## src/rtl/ofs_plat_utils_ccip_bmask_pkg.sv

```systemverilog
// Types shared by the byte-mask write splitter: local CCI-P line/byte types,
// the splitter FSM encoding and the per-run descriptor.
package ofs_plat_utils_ccip_bmask_pkg;

  localparam int CCIP_CLADDR_WIDTH      = 42;
  localparam int CCIP_CLDATA_WIDTH      = 512;
  localparam int CCIP_CLDATA_BYTE_WIDTH = CCIP_CLDATA_WIDTH / 8;

  typedef logic [CCIP_CLADDR_WIDTH-1:0] t_ccip_clAddr;
  typedef logic [5:0]                   t_ccip_clByteIdx;

  typedef enum logic [1:0] {
    eMOD_CL   = 2'b00,
    eMOD_BYTE = 2'b01
  } t_ccip_mem_access_mode;

  typedef enum logic [1:0] {
    IDLE,
    SCAN,
    EMIT
  } t_bmask_state;

  // Lowest contiguous run of a mask; len is 0 for a full line.
  typedef struct packed {
    t_ccip_clByteIdx start;
    t_ccip_clByteIdx len;
    logic            full;
    logic            empty;
    logic            last;
  } t_bmask_run;

endpackage

```

## src/rtl/ofs_plat_utils_ccip_bmask_wr_splitter_if.sv

```systemverilog
// Write-request in / CCI-P write-piece out bundle for the byte-mask splitter.
interface ofs_plat_utils_ccip_bmask_wr_splitter_if
  import ofs_plat_utils_ccip_bmask_pkg::*;
#(
  parameter int TAG_WIDTH = 16
) ();

  logic                              in_valid;
  logic                              in_ready;
  t_ccip_clAddr                      in_addr;
  logic [CCIP_CLDATA_WIDTH-1:0]      in_data;
  logic [CCIP_CLDATA_BYTE_WIDTH-1:0] in_bmask;
  logic [TAG_WIDTH-1:0]              in_tag;

  logic                              out_valid;
  logic                              out_ready;
  t_ccip_clAddr                      out_addr;
  logic [CCIP_CLDATA_WIDTH-1:0]      out_data;
  t_ccip_mem_access_mode             out_wr_mode;
  t_ccip_clByteIdx                   out_byte_start;
  t_ccip_clByteIdx                   out_byte_len;
  logic                              out_last;
  logic [TAG_WIDTH-1:0]              out_tag;

  logic                              zero_mask_drop;

  modport master (
    output in_valid, in_addr, in_data, in_bmask, in_tag, out_ready,
    input  in_ready, out_valid, out_addr, out_data, out_wr_mode,
           out_byte_start, out_byte_len, out_last, out_tag, zero_mask_drop
  );

  modport slave (
    input  in_valid, in_addr, in_data, in_bmask, in_tag, out_ready,
    output in_ready, out_valid, out_addr, out_data, out_wr_mode,
           out_byte_start, out_byte_len, out_last, out_tag, zero_mask_drop
  );

endinterface

```

## src/rtl/ofs_plat_utils_ccip_bmask_first_run.sv

```systemverilog
// Combinational finder for the lowest contiguous run of set bits in a
// 64-bit byte mask, plus the mask of the bits that run covers.
module ofs_plat_utils_ccip_bmask_first_run
  import ofs_plat_utils_ccip_bmask_pkg::*;
(
  input  logic [CCIP_CLDATA_BYTE_WIDTH-1:0] mask,
  output t_bmask_run                        run,
  output logic [CCIP_CLDATA_BYTE_WIDTH-1:0] clr_mask
);

  logic [CCIP_CLDATA_BYTE_WIDTH-1:0] lsb;
  logic [CCIP_CLDATA_BYTE_WIDTH-1:0] run_bits;
  logic [6:0]                        cnt;

  always_comb begin
    // NOTE: every output gets a default first so no path leaves a latch.
    run      = '0;
    cnt      = '0;
    // Adding the isolated low bit ripples a carry through exactly the
    // lowest run, so the bits that flip to zero are that run.
    lsb      = mask & (~mask + 64'd1);
    run_bits = mask & ~(mask + lsb);

    for (int i = 0; i < CCIP_CLDATA_BYTE_WIDTH; i++) begin
      if (lsb[i]) run.start = 6'(i);
      cnt = cnt + 7'(run_bits[i]);
    end

    run.full  = &mask;
    run.empty = ~|mask;
    run.len   = cnt[5:0];
    run.last  = ~|(mask & ~run_bits);
    clr_mask  = run_bits;
  end

endmodule

```

## src/rtl/ofs_plat_utils_ccip_bmask_wr_splitter.sv

```systemverilog
// Splits one write with an arbitrary 64-byte mask into CCI-P writes: a full
// line write, or one byte-mode write per contiguous run in ascending order.
module ofs_plat_utils_ccip_bmask_wr_splitter
  import ofs_plat_utils_ccip_bmask_pkg::*;
#(
  parameter int TAG_WIDTH = 16
) (
  input logic clk,
  input logic reset_n,
  ofs_plat_utils_ccip_bmask_wr_splitter_if.slave bus
);

  t_bmask_state state, state_nxt;

  t_ccip_clAddr                      addr_q;
  logic [CCIP_CLDATA_WIDTH-1:0]      data_q;
  logic [TAG_WIDTH-1:0]              tag_q;
  logic [CCIP_CLDATA_BYTE_WIDTH-1:0] rem_mask;
  logic [CCIP_CLDATA_BYTE_WIDTH-1:0] clr_q;

  t_ccip_mem_access_mode mode_q;
  t_ccip_clByteIdx       start_q;
  t_ccip_clByteIdx       len_q;
  logic                  last_q;

  t_bmask_run                        run;
  logic [CCIP_CLDATA_BYTE_WIDTH-1:0] run_clr;
  logic                              in_hs;
  logic                              out_hs;

  ofs_plat_utils_ccip_bmask_first_run u_first_run (
    .mask     (rem_mask),
    .run      (run),
    .clr_mask (run_clr)
  );

  assign in_hs  = bus.in_valid && bus.in_ready;
  assign out_hs = (state == EMIT) && bus.out_ready;

  // NOTE: state and datapath registers use <= so every flop samples pre-edge values.
  always_ff @(posedge clk or negedge reset_n) begin
    if (!reset_n) state <= IDLE;
    else          state <= state_nxt;
  end

  always_comb begin
    state_nxt = state;
    unique case (state)
      IDLE: if (in_hs) state_nxt = SCAN;
      SCAN: state_nxt = run.empty ? IDLE : EMIT;
      EMIT: if (bus.out_ready) state_nxt = last_q ? IDLE : SCAN;
      default: state_nxt = IDLE;
    endcase
  end

  // NOTE: the line data register is reset too, because every out_* field must read 0 in reset.
  always_ff @(posedge clk or negedge reset_n) begin
    if (!reset_n) begin
      addr_q   <= '0;
      data_q   <= '0;
      tag_q    <= '0;
      rem_mask <= '0;
      clr_q    <= '0;
      mode_q   <= eMOD_CL;
      start_q  <= '0;
      len_q    <= '0;
      last_q   <= 1'b0;
    end else begin
      if ((state == IDLE) && in_hs) begin
        addr_q   <= bus.in_addr;
        data_q   <= bus.in_data;
        tag_q    <= bus.in_tag;
        rem_mask <= bus.in_bmask;
      end

      if ((state == SCAN) && !run.empty) begin
        mode_q  <= run.full ? eMOD_CL : eMOD_BYTE;
        start_q <= run.full ? '0 : run.start;
        len_q   <= run.full ? '0 : run.len;
        last_q  <= run.full | run.last;
        clr_q   <= run_clr;
      end

      if (out_hs) rem_mask <= rem_mask & ~clr_q;
    end
  end

  // in_ready is gated by reset_n so it reads 0 for the whole reset pulse.
  assign bus.in_ready       = reset_n && (state == IDLE);
  assign bus.out_valid      = (state == EMIT);
  assign bus.zero_mask_drop = (state == SCAN) && run.empty;
  assign bus.out_addr       = addr_q;
  assign bus.out_data       = data_q;
  assign bus.out_tag        = tag_q;
  assign bus.out_wr_mode    = mode_q;
  assign bus.out_byte_start = start_q;
  assign bus.out_byte_len   = len_q;
  assign bus.out_last       = last_q;

endmodule

```

## src/flat_wrapper.sv

```systemverilog
// flat-port wrapper written by rule: the top's interface ports become plain ports
module ofs_plat_utils_ccip_bmask_wr_splitter_flat import ofs_plat_utils_ccip_bmask_pkg::*;
#(
  parameter int TAG_WIDTH = 16
)
  (clk, reset_n, bus_in_valid, bus_in_addr, bus_in_data, bus_in_bmask, bus_in_tag, bus_out_ready, bus_in_ready, bus_out_valid, bus_out_addr, bus_out_data, bus_out_wr_mode, bus_out_byte_start, bus_out_byte_len, bus_out_last, bus_out_tag, bus_zero_mask_drop);
  ofs_plat_utils_ccip_bmask_wr_splitter_if #(.TAG_WIDTH(TAG_WIDTH)) bus_i ();
  input logic clk;
  input logic reset_n;
  input wire logic [$bits(bus_i.in_valid)-1:0] bus_in_valid;
  input wire logic [$bits(bus_i.in_addr)-1:0] bus_in_addr;
  input wire logic [$bits(bus_i.in_data)-1:0] bus_in_data;
  input wire logic [$bits(bus_i.in_bmask)-1:0] bus_in_bmask;
  input wire logic [$bits(bus_i.in_tag)-1:0] bus_in_tag;
  input wire logic [$bits(bus_i.out_ready)-1:0] bus_out_ready;
  output wire logic [$bits(bus_i.in_ready)-1:0] bus_in_ready;
  output wire logic [$bits(bus_i.out_valid)-1:0] bus_out_valid;
  output wire logic [$bits(bus_i.out_addr)-1:0] bus_out_addr;
  output wire logic [$bits(bus_i.out_data)-1:0] bus_out_data;
  output wire logic [$bits(bus_i.out_wr_mode)-1:0] bus_out_wr_mode;
  output wire logic [$bits(bus_i.out_byte_start)-1:0] bus_out_byte_start;
  output wire logic [$bits(bus_i.out_byte_len)-1:0] bus_out_byte_len;
  output wire logic [$bits(bus_i.out_last)-1:0] bus_out_last;
  output wire logic [$bits(bus_i.out_tag)-1:0] bus_out_tag;
  output wire logic [$bits(bus_i.zero_mask_drop)-1:0] bus_zero_mask_drop;
  assign bus_i.in_valid = bus_in_valid;
  assign bus_i.in_addr = bus_in_addr;
  assign bus_i.in_data = bus_in_data;
  assign bus_i.in_bmask = bus_in_bmask;
  assign bus_i.in_tag = bus_in_tag;
  assign bus_i.out_ready = bus_out_ready;
  assign bus_in_ready = bus_i.in_ready;
  assign bus_out_valid = bus_i.out_valid;
  assign bus_out_addr = bus_i.out_addr;
  assign bus_out_data = bus_i.out_data;
  assign bus_out_wr_mode = bus_i.out_wr_mode;
  assign bus_out_byte_start = bus_i.out_byte_start;
  assign bus_out_byte_len = bus_i.out_byte_len;
  assign bus_out_last = bus_i.out_last;
  assign bus_out_tag = bus_i.out_tag;
  assign bus_zero_mask_drop = bus_i.zero_mask_drop;
  ofs_plat_utils_ccip_bmask_wr_splitter #(.TAG_WIDTH(TAG_WIDTH)) u_core (.clk(clk), .reset_n(reset_n), .bus(bus_i));
endmodule
```

## config.mk

```make
export PLATFORM = sky130hd
export DESIGN_NAME = ofs_plat_utils_ccip_bmask_wr_splitter_flat
export DESIGN_NICKNAME = d
export VERILOG_FILES = /design/src/rtl/ofs_plat_utils_ccip_bmask_pkg.sv /design/src/rtl/ofs_plat_utils_ccip_bmask_wr_splitter_if.sv /design/src/rtl/ofs_plat_utils_ccip_bmask_first_run.sv /design/src/rtl/ofs_plat_utils_ccip_bmask_wr_splitter.sv /design/src/flat_wrapper.sv
export SDC_FILE = /design/constraint.sdc
export NUM_CORES = 2
export LEC_CHECK = 0
export ABC_AREA = 1
export CAP_MARGIN = 20
export CORE_AREA = 2 2 483 485
export DETAILED_ROUTE_END_ITERATION = 8
export DIE_AREA = 0 0 485 487
export SLEW_MARGIN = 30
export SYNTH_ARGS = -nofsm -noshare
export SYNTH_HDL_FRONTEND = slang
export SYNTH_SLANG_ARGS = --single-unit
```

## constraint.sdc

```tcl
create_clock -name clk -period 9.2 [get_ports clk]
set_input_delay 1.38 -clock clk [delete_from_list [all_inputs] [get_ports clk]]
set_output_delay 1.38 -clock clk [all_outputs]
set_load 0.05 [all_outputs]
```

* Yosys cells after proc, flatten, opt, wreduce, memory -nomap -nowiden
Cells that the tools add are included.
W data, S select, Z words.
** Cells by class
- Mux-type cells :: 73
- Eq/ne operators :: 4
- Reduce and logical (&&, ||, !) cells :: 14
- Add/sub/neg operators :: 65
- Bitwise gates (word level) :: 9
** Operators with widths (count)
- $mux W6 :: 64
- $add A6 B1 Y6 :: 58
- $and A64 B64 Y64 :: 4
- $not A64 Y64 :: 4
- $mux W64 :: 2
- $reduce_or A64 Y1 :: 2
- $add A64 B1 Y64 const B :: 1
- $add A64 B64 Y64 :: 1
- $reduce_and A64 Y1 :: 1
- $add A5 B1 Y6 :: 1
- $logic_and A1 B1 Y1 :: 6
- $mux W2 :: 3
- $pmux W2 S3 :: 1
- $add A4 B1 Y5 :: 1
- $add A3 B1 Y4 :: 1
- $add A2 B1 Y3 :: 1
- $mux W1 :: 3
- $add A1 B1 Y2 :: 1
- $eq A2 B1 Y1 const B :: 1
- $eq A2 B2 Y1 const B :: 1
- $logic_not A1 Y1 :: 2
- $logic_not A2 Y1 :: 1
- $ne A2 B1 Y1 const B :: 1
- $ne A2 B2 Y1 const B :: 1
- 3 further kinds :: 3
** Word-level totals
- Input port bits :: 638
- Output and inout bits :: 588
- Word-level logic and storage cells :: 175
- Register bits :: 715

* Logic depth before layout (Yosys ltp)
- Word-level depth :: 70
- Gate-level depth with buffers :: 67

* Hierarchy
A second synthesis with hierarchy kept.
** Second synthesis, totals
- Cell total of the unflattened synthesis :: 4754
- Area total of the unflattened synthesis :: 36767.8 sq um
** Modules (own cells, without submodules)
- ofs_plat_utils_ccip_bmask_wr_splitter :: instances 1, area each 28113.2 sq um, cells each 3108
- ofs_plat_utils_ccip_bmask_first_run :: instances 1, area each 8654.6 sq um, cells each 1646

* Worst setup path after synthesis
No wires, ideal clock.
- Path kind :: flip-flop to flip-flop
- Start point :: register u_core.rem_mask[0]
- End point :: register u_core.len_q[5], in the netlist u_core.bus.out_byte_len[5]
- Library setup time :: 0.127 ns
- Setup slack :: 0.129 ns
- Buffers on the path :: 0
- Cell stages (with the launch flop) :: 50
- Arrival time :: 8.944 ns
- Clock period less this slack :: 9.071 ns
- Cell sequence :: dfrtp_1 inv_1 ha_1 nor2_1 nand2_1 o21ai_0 a21oi_1 o21ai_1 a21oi_1 inv_1 a21oi_1 nor2_1 a211oi_1 o21ai_1 a21oi_1 o21ai_1 nand2_1 nand4_1 [... 14 more ...] fa_1 fa_1 inv_1 fa_1 fa_1 inv_1 fa_1 inv_1 fa_1 fa_1 ha_1 a21oi_1 nand2_1 nand2_1 nand2_1 a21oi_1 xnor2_1 o21ai_0
** Between the ends
- Elaborated cells between the ends (all ways) :: 73
** RTL lines
- from (decl) :: line ofs_plat_utils_ccip_bmask_wr_splitter.sv:18 : logic [CCIP_CLDATA_BYTE_WIDTH-1:0] rem_mask;
- from (signal assigned) :: line ofs_plat_utils_ccip_bmask_wr_splitter.sv:73 : rem_mask <= bus.in_bmask;
- from (signal assigned) :: line ofs_plat_utils_ccip_bmask_wr_splitter.sv:84 : if (out_hs) rem_mask <= rem_mask & ~clr_q;
- $not A64 Y64 :: line ofs_plat_utils_ccip_bmask_first_run.sv:21 : lsb = mask & (~mask + 64'd1);
- $add A64 B1 Y64 :: line ofs_plat_utils_ccip_bmask_first_run.sv:21
- $and A64 B64 Y64 :: line ofs_plat_utils_ccip_bmask_first_run.sv:21
- $add A64 B64 Y64 (*) :: line ofs_plat_utils_ccip_bmask_first_run.sv:22 : run_bits = mask & ~(mask + lsb);
- $not A64 Y64 (*) :: line ofs_plat_utils_ccip_bmask_first_run.sv:22
- $and A64 B64 Y64 (*) :: line ofs_plat_utils_ccip_bmask_first_run.sv:22
- net u_core.run_clr[55] :: line ofs_plat_utils_ccip_bmask_wr_splitter.sv:27 : logic [CCIP_CLDATA_BYTE_WIDTH-1:0] run_clr;
- $add A6 B1 Y6 (*) (9 in series) :: line ofs_plat_utils_ccip_bmask_first_run.sv:26 : cnt = cnt + 7'(run_bits[i]);
- $mux W6 (*) :: line ofs_plat_utils_ccip_bmask_wr_splitter.sv:79 : len_q <= run.full ? '0 : run.len;
- to (signal assigned) :: line ofs_plat_utils_ccip_bmask_wr_splitter.sv:79
- to (decl) :: line ofs_plat_utils_ccip_bmask_wr_splitter.sv:23 : t_ccip_clByteIdx len_q;
The timed path passes the listed nets; every way through them passes the cells marked *.
A chain may end at the register's enable or synchronous reset.

* Worst setup path after layout
- Start point :: register u_core.rem_mask[1]
- End point :: register u_core.len_q[4], in the netlist u_core.bus.out_byte_len[4]
** Between the ends
- Cells in the longest elaborated chain, start to end :: 70
- Elaborated cells between the ends (all ways) :: 73
** RTL lines (line)
- $not A64 Y64 :: ofs_plat_utils_ccip_bmask_first_run.sv:21
- $add A64 B1 Y64 :: ofs_plat_utils_ccip_bmask_first_run.sv:21
- $and A64 B64 Y64 :: ofs_plat_utils_ccip_bmask_first_run.sv:21
- $add A64 B64 Y64 :: ofs_plat_utils_ccip_bmask_first_run.sv:22
- $not A64 Y64 :: ofs_plat_utils_ccip_bmask_first_run.sv:22
- $and A64 B64 Y64 :: ofs_plat_utils_ccip_bmask_first_run.sv:22
- $add A1 B1 Y2 :: ofs_plat_utils_ccip_bmask_first_run.sv:26
- $add A2 B1 Y3 :: ofs_plat_utils_ccip_bmask_first_run.sv:26
- $add A3 B1 Y4 :: ofs_plat_utils_ccip_bmask_first_run.sv:26
- $add A4 B1 Y5 :: ofs_plat_utils_ccip_bmask_first_run.sv:26
- $add A5 B1 Y6 :: ofs_plat_utils_ccip_bmask_first_run.sv:26
- $add A6 B1 Y6 (58 in series) :: ofs_plat_utils_ccip_bmask_first_run.sv:26
- $mux W6 :: ofs_plat_utils_ccip_bmask_wr_splitter.sv:79
Several ways; a longest one is shown, not always the timed one.

==> flow_metrics.py <==
metrics = {
    "worst_setup_path": {
        "required_ns": 9.79,
        "worstPathMaxFanout": 6,
        "critPathLaunchType": "flip-flop",
        "worst_ep_arrival_time_ns": 10.48,
        "worstSetupEndpointType": "flip-flop",
        "crit_slowest_cell": "fa_2",
        "crit_top_cell": "fa_1",
        "slowest_delay_ns": 0.63,
        "worstSetupPathType": "reg -> reg",
    },
    "global_route": {
        "antenna_found_initial": 96,
        "grt_max_degree": 217,
        "grt_use_met3_pct": 6.993,
        "use_met1_pct": 28.10,
        "track_usage_pct": 23.77,
        "grt_first_pass_wirelength_mm": 378.2,
        "grt-busiest-layer": "met2",
        "first_global_vias": 40920,
        "grt-ovfl-total": 0,
        "grt_use_met2_pct": 39.56,
    },
    "sta": {
        "worst_pin_slew_ns": 1.058,
        "setup_viol": 6,
        "hold_viol_final": 0,
        "setup_slack_ns": -0.6843,
        "finClkSkew_ns": 0.03733,
        "rsz0062_at_grt": "true",
        "relSlewSlack_pct": 29.25,
        "timing.hold.ws_ns": 0.4732,
        "maxSlewViolCount": 0,
        "min_period_over_period_pct": 107.4,
        "fmax_ghz": 0.1012,
        "period_minus_slack_ns": 9.884,
    },
    "placed_design": {
        "dp_cells": 9539,
        "globalplace.congestion": 1.001,
        "dpl.hpwl_mm": 248.2,
        "io_buffers": 1224,
        "dp_slack_ns": -1.543,
    },
    "synthesis": {
        "netlist_area_sq_um": 35330,
        "ys_ff_latch": 714,
        "synth_edf_count": 0,
        "avgSynthCellArea_sq_um": 7.498,
        "synth_warnings": 0,
        "synth_cell_types": 60,
        "synth_area_leaders": "dfrtp_1 51%, nand2_1 23%, inv_1 4.9%",
        "synthCells": 4712,
        "synth_top_area_share_pct": 50.57,
        "syn-num-nets": 5422,
        "synth_area_leader_cell": "dfrtp_1",
        "ys_seq_area_share_pct": 50.57,
        "async_flop_share_pct": 100.0,
        "yosys_most_used_dff": "dfrtp_1",
    },
    "die": {
        "core.rowCount": 177,
        "die_h_microns": 487,
        "pin_count": 1226,
        "fp.dieW_microns": 485,
        "initial_core_util_pct": 15.27,
        "coreArea_sq_um": 231400,
        "die-area_sq_um": 236200,
    },
    "clock_network": {
        "cts_root_buffer": "clkbuf_16",
        "insertion_delay_ns": 0.76,
        "cts_buffers": 93,
        "clockBufferDepth": 3,
        "cts_sinks": 714,
        "path_clk_slew_ns": 0.06,
        "cts_max_level": 3,
        "cts_tree": "yes",
    },
    "drt": {
        "wl_mm": 289.7,
        "drt-initial-drc-count": 3282,
        "drc_errors": 0,
        "vias_per_cell": 4.122,
        "ant_nets": 0,
        "firstDrtPassIters": 6,
        "wire_per_inst_microns": 29.45,
        "via_count": 40540,
    },
    "outcome": {
        "status": "finished with violations",
        "failed_checks": "negative setup slack",
    },
    "cells_and_area": {
        "area_growth_pct": 72.47,
        "drive_above_1_share_pct": 18.08,
        "finish.utilization_pct": 26.33,
        "final_cells": 9835,
        "nNetsFinal": 7409,
    },
    "flow_run": {
        "maxCapViolations": 0,
    },
    "worst_hold_path": {
        "min_path_type": "reg -> reg",
    },
}
[through the flow]
stage	setup TNS [ns]	area (sq um)
global placement	-8.024	56400
detailed placement	-7.609	56190
finish	-2.848	60940
floorplan	0	35330
CTS	-4.118	60460
global route	-5.105	60900
[logic make-up after synthesis]
family	count (synthesis)	synth area share [%]
AOI/OAI and AO/OA	349	5.542
xor gates and xnor gates	5	0.1240
adders and majority gates	72	3.697
buffers and inverters	651	6.958
DFF	714	50.57
other	1	0.01061
and+or+nand+nor	2920	33.10
[Yosys cell counts, drive strengths merged, types with 6 or more instances]
| library cell | count |
|---|---|
| nand2 | 2205 |
| dfrtp | 714 |
| inv | 469 |
| nor2 | 377 |
| o21ai | 187 |
| clkbuf | 175 |
| nand3 | 162 |
| a21oi | 97 |
| fa | 54 |
| nand4 | 49 |
| nor3 | 49 |
| nor4 | 35 |
| ha | 18 |
| or2 | 17 |
| a31oi | 14 |
| nand3b | 11 |
| nor3b | 9 |
| o21bai | 7 |
| a211oi | 6 |
[final timing paths]
check / start / to / slack [ns] / cells after the start
worst max-delay path: u_core.rem_mask[1] / u_core.bus.out_byte_len[4] / -0.68 / 52
worst min-delay path: u_core.bus.out_data[323] / u_core.bus.out_data[323] / 0.47 / 2
worst min register to register: u_core.bus.out_data[323] / u_core.bus.out_data[323] / 0.47 / 2
worst max register to register: u_core.rem_mask[1] / u_core.bus.out_byte_len[4] / -0.68 / 52
min in group asynchronous: reset_n / u_core.rem_mask[24] / 0.60 / 1
max in group asynchronous: reset_n / u_core.bus.out_data[360] / 6.02 / 4
[flip-flops by register name (all words and copies together), names as in the netlist]
signal,cells
u_core.clr_q,64
u_core.bus.out_last,1
u_core.rem_mask,64
u_core.bus.out_addr,42
u_core.bus.out_byte_start,6
u_core.state,2
u_core.bus.out_wr_mode,1
u_core.bus.out_byte_len,6
u_core.bus.out_tag,16
u_core.bus.out_data,512
[cell type report]
class,count,area (sq um)
inverters,471,1794
repair buffers,2072,18590
clock buffers,124,2635
multi-input cells,3347,15520
well taps,3043,3807
diodes,18,45.04
clock inverters,46,675.6
flip-flops and latches,714,17870
fillers,25320,170500
[per-layer routing]
metal  part of all wire, %  wire length (microns)
met1                    40                 114700
met2                    47                 136400
met3                   7.9                  22870
met4                   5.2                  15160
met5                  0.19                    561
[placed cells by master, fill, tap and decap left out, drive strengths merged, types with 2 or more instances in the layout]
master	instances
bufinv	11
a21boi	2
a21o	2
xnor2	3
xor2	2
o21ai	187
o21a	3
o311ai	2
nor2	377
o211ai	3
nand3	162
o31ai	4
ha	18
a211oi	6
clkinvlp	8
a22o	2
nand4	49
a21oi	97
o221ai	5
or2	17
a2111oi	2
nor4	35
nand3b	11
dfrtp	714
nor3	49
and3	5
a311oi	3
diode	18
inv	475
clkdlybuf4s50	1173
clkbuf	124
o2111ai	4
a31oi	14
o21bai	7
clkinv	23
nand2	2205
buf	899
nor3b	9
fa	54
[worst max-delay path: cells and delay by family, from the launching register on]
kind | cells | cell delay [ns]
AOI/OAI and AO/OA | 11 | 1.19
and+or+nand+nor | 21 | 2.59
buffers and inverters | 9 | 0.75
DFF | 1 | 0.41
xor gates and xnor gates | 1 | 0.12
adders and majority gates | 10 | 4.63
[what timing repair did]
item / 4_1_cts / 5_1_grt
endpoints found under the setup margin: 6 / 7
setup buffers: 95 / 21
pin swaps: 46 / 67
endpoints found under the hold margin: 0 / 0
cloned: 0 / 0
gates resized for setup: 77 / 66
hold buffers: 0 / 0
Power is not shown: default switching activity piles up to over one toggle a cycle in this logic, so the estimate is an artifact.
